## config.mk

```make
export PLATFORM = sky130hd
export DESIGN_NAME = rr_arb_mux
export DESIGN_NICKNAME = d
export VERILOG_FILES = /design/src/rtl/rr_arb_mux.sv
export SDC_FILE = /design/constraint.sdc
export NUM_CORES = 1
export LEC_CHECK = 0
export CORE_ASPECT_RATIO = 0.9
export CORE_MARGIN = 1
export CORE_UTILIZATION = 35
export DETAILED_ROUTE_END_ITERATION = 16
export GPL_TIMING_DRIVEN = 0
export PLACE_DENSITY = 0.85
export SLEW_MARGIN = 30
export SYNTH_ARGS = -nofsm -noshare
export SYNTH_HDL_FRONTEND = slang
export SYNTH_SLANG_ARGS = --single-unit
```

## constraint.sdc

```tcl
create_clock -name clk -period 2.45 [get_ports clk]
set_input_delay 0.3675 -clock clk [delete_from_list [all_inputs] [get_ports clk]]
set_output_delay 0.3675 -clock clk [all_outputs]
set_load 0.1 [all_outputs]
```

## src/rtl/rr_arb_mux.sv

```systemverilog
// -----------------------------------------------------------------------------
// rr_arb_mux
//   N-input, W-bit registered multiplexer with round-robin arbitration and a
//   valid/ready handshake on both sides. The block chooses an input itself,
//   captures its data into a single output register and holds that beat until
//   the consumer accepts it. New beats can be captured in the same cycle the
//   held beat drains, so the block sustains one beat per cycle.
//
//   Arbitration searches upward from a rotation pointer, wrapping modulo
//   NUM_IN. The pointer moves to (winner + 1) only when a beat is accepted,
//   so idle cycles never rotate it. With every input requesting continuously,
//   grants cycle 0, 1, ..., NUM_IN-1, 0, ... and no channel starves.
//
// Parameters
//   NUM_IN  number of input channels (>= 2)
//   WIDTH   data width per channel (>= 1)
//   SEL_W   derived width of out_sel and the rotation pointer; do not override
//
// Ports
//   clk        in   1             clock, all state updates on the rising edge
//   rst        in   1             synchronous, active-high reset
//   in_valid   in   NUM_IN        per-channel request, bit i = channel i
//   in_data    in   NUM_IN*WIDTH  packed data, channel i at [i*WIDTH +: WIDTH]
//   in_last    in   NUM_IN        (ARB_MUX_LOCK_EN only) last beat of a burst
//   in_ready   out  NUM_IN        one-hot (or zero) grant to the winning channel
//   out_valid  out  1             output register holds a beat
//   out_data   out  WIDTH         registered data of the winning channel
//   out_sel    out  SEL_W         index of the channel that supplied out_data
//   out_ready  in   1             consumer takes the beat when out_valid is high
//
// Build option
//   ARB_MUX_LOCK_EN  When defined, adds in_last. Accepting a beat with
//                    in_last[winner] = 0 locks the grant onto that channel
//                    (pointer frozen, other requesters ignored) until a beat
//                    with in_last = 1 is accepted from it. Intended for
//                    multi-beat transfers such as cache line fills. When
//                    undefined, every beat is arbitrated independently.
// -----------------------------------------------------------------------------
module rr_arb_mux #(
  parameter int NUM_IN = 4,
  parameter int WIDTH  = 16,
  parameter int SEL_W  = $clog2(NUM_IN)
) (
  input  logic                    clk,
  input  logic                    rst,
  input  logic [NUM_IN-1:0]       in_valid,
  input  logic [NUM_IN*WIDTH-1:0] in_data,
`ifdef ARB_MUX_LOCK_EN
  input  logic [NUM_IN-1:0]       in_last,
`endif
  output logic [NUM_IN-1:0]       in_ready,
  output logic                    out_valid,
  output logic [WIDTH-1:0]        out_data,
  output logic [SEL_W-1:0]        out_sel,
  input  logic                    out_ready
);

  // ---------------------------------------------------------------------------
  // State
  // ---------------------------------------------------------------------------
  logic [SEL_W-1:0] ptr;        // first channel examined by the next search
`ifdef ARB_MUX_LOCK_EN
  logic             lock_q;     // a multi-beat burst owns the output
  logic [SEL_W-1:0] lock_ch;    // channel owning the burst while lock_q is set
`endif

  // ---------------------------------------------------------------------------
  // Arbitration
  // ---------------------------------------------------------------------------
  logic             space;      // output register empty or draining this cycle
  logic             found;      // some eligible channel is requesting
  logic [SEL_W-1:0] winner;     // index of the selected channel (valid if found)
  logic             accept;     // a beat moves into the output register
  logic [SEL_W-1:0] ptr_next;   // pointer value after accepting from winner
  logic [SEL_W:0]   idx;        // ptr + k, one spare bit to detect the wrap

  assign space = !out_valid || out_ready;

  // NOTE: always_comb uses blocking assignments so each statement sees the
  // value produced by the one before it (the priority search relies on this);
  // sequential blocks below use non-blocking assignments only.
  always_comb begin
    // NOTE: every variable driven here gets a default first, so no path
    // through the search leaves one unassigned and no latch is inferred.
    found  = 1'b0;
    winner = '0;
    idx    = '0;
`ifdef ARB_MUX_LOCK_EN
    if (lock_q) begin
      // Mid-burst: only the owning channel is eligible.
      found  = in_valid[lock_ch];
      winner = lock_ch;
    end else
`endif
    begin
      // Search ptr, ptr+1, ... wrapping modulo NUM_IN. ptr < NUM_IN and
      // k < NUM_IN, so a single conditional subtraction performs the wrap
      // and also handles non power-of-two channel counts.
      for (int k = 0; k < NUM_IN; k++) begin
        idx = {1'b0, ptr} + (SEL_W+1)'(k);
        if (idx >= (SEL_W+1)'(NUM_IN)) begin
          idx = idx - (SEL_W+1)'(NUM_IN);
        end
        if (!found && in_valid[idx[SEL_W-1:0]]) begin
          found  = 1'b1;
          winner = idx[SEL_W-1:0];
        end
      end
    end
  end

  // Grant only when the output register can take a beat, never during reset.
  always_comb begin
    in_ready = '0;
    if (found && space && !rst) begin
      in_ready[winner] = 1'b1;
    end
  end

  assign accept   = found && space && !rst;
  assign ptr_next = (winner == SEL_W'(NUM_IN - 1)) ? '0 : winner + 1'b1;

  // ---------------------------------------------------------------------------
  // Output register and rotation pointer
  // ---------------------------------------------------------------------------
  always_ff @(posedge clk) begin
    if (rst) begin
      // A beat held at reset is discarded; nothing is emitted afterwards
      // until a fresh accept.
      out_valid <= 1'b0;
      out_data  <= '0;
      out_sel   <= '0;
      ptr       <= '0;
    end else if (accept) begin
      out_valid <= 1'b1;
      out_data  <= in_data[winner*WIDTH +: WIDTH];
      out_sel   <= winner;
`ifdef ARB_MUX_LOCK_EN
      // The pointer stays put for every beat of a burst except the last.
      if (in_last[winner]) begin
        ptr <= ptr_next;
      end
`else
      ptr       <= ptr_next;
`endif
    end else if (out_ready) begin
      // Drain without refill: data and select keep their last values.
      out_valid <= 1'b0;
    end
  end

`ifdef ARB_MUX_LOCK_EN
  always_ff @(posedge clk) begin
    if (rst) begin
      lock_q  <= 1'b0;
      lock_ch <= '0;
    end else if (accept) begin
      lock_q  <= !in_last[winner];
      lock_ch <= winner;
    end
  end
`endif

  // ---------------------------------------------------------------------------
  // Protocol properties
  // ---------------------------------------------------------------------------
  a_grant_onehot : assert property (@(posedge clk) $onehot0(in_ready));

  a_stall_holds : assert property (@(posedge clk) disable iff (rst)
    (out_valid && !out_ready) |=> (out_valid && $stable(out_data) && $stable(out_sel)));

endmodule

```

==> summary.md <==
| Metric | Value |
|---|---|
| Outcome | `complete, no violations` |
| PortBufs | `93` |
| Max-slew violations | `0` |
| Required time worst endpoint | `2080 ps` |
| Wirelength per Cell | `15.3 um` |
| Yosys top cell by area | `dfxtp_1` |
| GP Congestion | `0.724` |
| Final setup vio count | `0` |
| Drt drc | `0` |
| Slew HR | `34.3%` |
| Via count | `1657` |
| Average size of a mapped cell | `8.49 um^2` |
| Fmax | `0.415 GHz` |
| # nets final | `336` |
| Min Tclk post-route | `2410 ps` |
| Antenna cell count | `0` |
| Count of unique library cells instantiated by Yosys | `32` |
| I/O pin cnt | `94` |
| CP arrival | `2040 ps` |
| Critical Path End Type | `primary output` |
| Reg2reg start | `ptr[0]` |
| Post-Layout Cell Count | `309` |
| Die Span Y | `61.5 um` |
| Top cell by count, worst path | `buf_12` |
| Cell Pwr Density | `870 mW/mm^2` |
| Hold Worst Slack | `448 ps` |
| Actual slew at the worst max-slew pin | `982 ps` |
| DR pass1 iterations | `4` |
| Worst-path cell chain | `dlygate4sd2_1 -> nor2b_4 -> or4b_4 -> buf_6 -> nand2_8 -> buf_12 -> ha_1 -> and2_4 -> buf_12` |
| Ys Warns | `0` |
| Worst Setup Path Type | `in -> out` |
| Max-Cap Viols | `0` |
| Initial antenna violation count | `0` |
| Final Util | `67.4%` |
| Worst skew pair latency | `270 ps` |
| Final wirelength | `4710 um` |
| Initial DRC count | `72` |
| CP Launch Type | `input port` |
| Syn Std Cell Area | `0.00138 mm^2` |
| Worst vdd ir | `0.498 mV` |
| R2r worst-path depth | `8` |
| Clock Path Buffers | `2` |
| DRT antenna net count | `0` |
| Fin. Hold Viols | `0` |
| TritonCTS clock tree | `yes` |
| Core area | `0.00373 mm^2` |
| Total track usage | `22.7%` |
| Post-Synthesis Cells | `162` |
| Synth top area cells | `dfxtp_1 (31%), a211oi_1 (13%), and3_1 (12%)` |
| FF+latch count, synth | `21` |
| Critical path's slowest cell | `or4b_4` |
| Reg2reg end | `out_data[13]` |
| HP Start | `out_sel[0]` |
| Clock sinks | `21` |
| Num CTS Buffers | `3` |
| Number of hold-repair buffers added at the cts stage | `0` |
| H-tree levels | `1` |
| Most frequent cells in the layout | `clkdlybuf4s50_1 (85), and3_1 (26), a211oi_1 (23)` |
| Largest net degree at the start of global routing | `15` |
| Static leakage | `1.00 nW` |
| First-pass GRT wire length | `6990 um` |
| Global route total overflow | `0` |
| Starting Density | `36.9%` |
| Register area share after synthesis | `30.6%` |
| Die area | `0.00418 mm^2` |
| Area Growth Syn to Fin | `82.9%` |
| WHS Path Cells | `2` |
| Die Wd | `68.1 um` |
| Clk_skew | `3.00 ps` |
| Commonest non-fill, non-tap cell in the layout | `clkdlybuf4s50_1` |
| Top-area cell type share of the netlist area | `30.6%` |
| Crit-path max cell delay | `510 ps` |
| Total power draw | `2.19 mW` |
| DP HPWL | `3490 um` |
| Synthesized net count | `234` |
| Root Driver | `clkbuf_8` |
| Inst Count DP | `301` |
| Period utilization | `98.3%` |
| Crit-path max FO | `5` |
| Vias per cell | `5.36` |
| Vias in the first global route | `1515` |
| R2R Setup Slk | `330 ps` |
| Worst Hold End | `out_sel[0]` |
| Reg clk slew, reported paths | `90 ps` |
| Layout cells sized above 1 | `16.7%` |
| Core Rows | `21` |
| Filler cells | `337` |
| Worst Hold Class | `reg -> reg` |
## final cells by class
cell class	count	area [um^2]	area share, %
Timing Repair Buffer	100	973	38.7
Multi-Input combinational cell	125	922	36.7
Sequential cell	21	422	16.8
Buffer	12	88.8	3.53
Tap cell	46	57.6	2.29
Clock buffer	4	45.0	1.79
Inverter	1	6.26	0.249
## worst max-delay path: cells and delay by family
| kind | cells | cell delay [ps] |
|---|---|---|
| and+or+nand+nor | 4 | 860 |
| buffers and inverters | 4 | 670 |
| adders and majority gates | 1 | 140 |
## power breakdown
| part | switching, mW | total [mW] | internal, mW | leakage [nW] |
|---|---|---|---|---|
| clock | 0.129 | 0.246 | 0.116 | 0.0228 |
| sequential | 0.0500 | 0.476 | 0.426 | 0.175 |
| combinational | 0.968 | 1.47 | 0.499 | 0.802 |
## sequential cells by signal, summed over array words and instances, names as in the netlist
register and cells:
out_valid 1, ptr 2, out_sel 2, out_data 16
## worst max-delay path by stage
stage	start	to	slack [ps]	depth (start not counted)
floorplan	out_valid	in_ready[2]	10	4
global placement	in_valid[3]	in_ready[3]	-1340	10
detailed placement	in_valid[3]	in_ready[3]	-1350	10
CTS	in_valid[2]	in_ready[3]	-20	9
global route	in_valid[1]	in_ready[3]	-5	9
finish	in_valid[2]	in_ready[3]	40	9
## repair_timing
action | 4_1_cts | 5_1_grt
gates resized for setup | 42 | 10
endpoints found under the setup margin | 4 | 4
gates cloned | 0 | 0
setup buffers | 3 | 4
pin swaps | 2 | 3
## routing by layer
| layer | wire length [um] | GRT usage, % |
|---|---|---|
| met1 | 1890 | 26.6 |
| met2 | 2410 | 41.3 |
| met3 | 369 | 5.74 |
| met4 | 44 | 5.65 |
| met5 | 0 | 0 |
## logic make-up after synthesis
kind of cell / share of synthesized area (%)
buffers and inverters: 7.92
AOI/OAI and AO/OA: 27.1
and+or+nand+nor: 29.1
muxes: 4.37
DFF: 30.6
adders and majority gates: 0.910
## through the flow
step	setup TNS [ps]	instance area (um^2)	worst slack, ps
after floorplan	0	1400	11.1
after global placement	-5840	2390	-1340
after detailed placement	-6480	2390	-1350
after CTS	-17.9	2480	-17.9
after global routing	-5.09	2510	-5.09
final	0	2510	40.8
## synth_stat cells (all sizes together)
cell,number
nand2,22
a21oi,1
nor3,1
or4b,1
nand3b,3
ha,1
clkbuf,6
nand2b,2
and2,1
mux2i,6
nor2b,6
a21boi,1
nor2,7
o21ai,1
o32ai,1
o31ai,13
inv,1
a211oi,26
nor4,1
and3,26
or4,1
o221ai,3
buf,9
or3,1
dfxtp,21
Power figures use the tool's default switching activity.
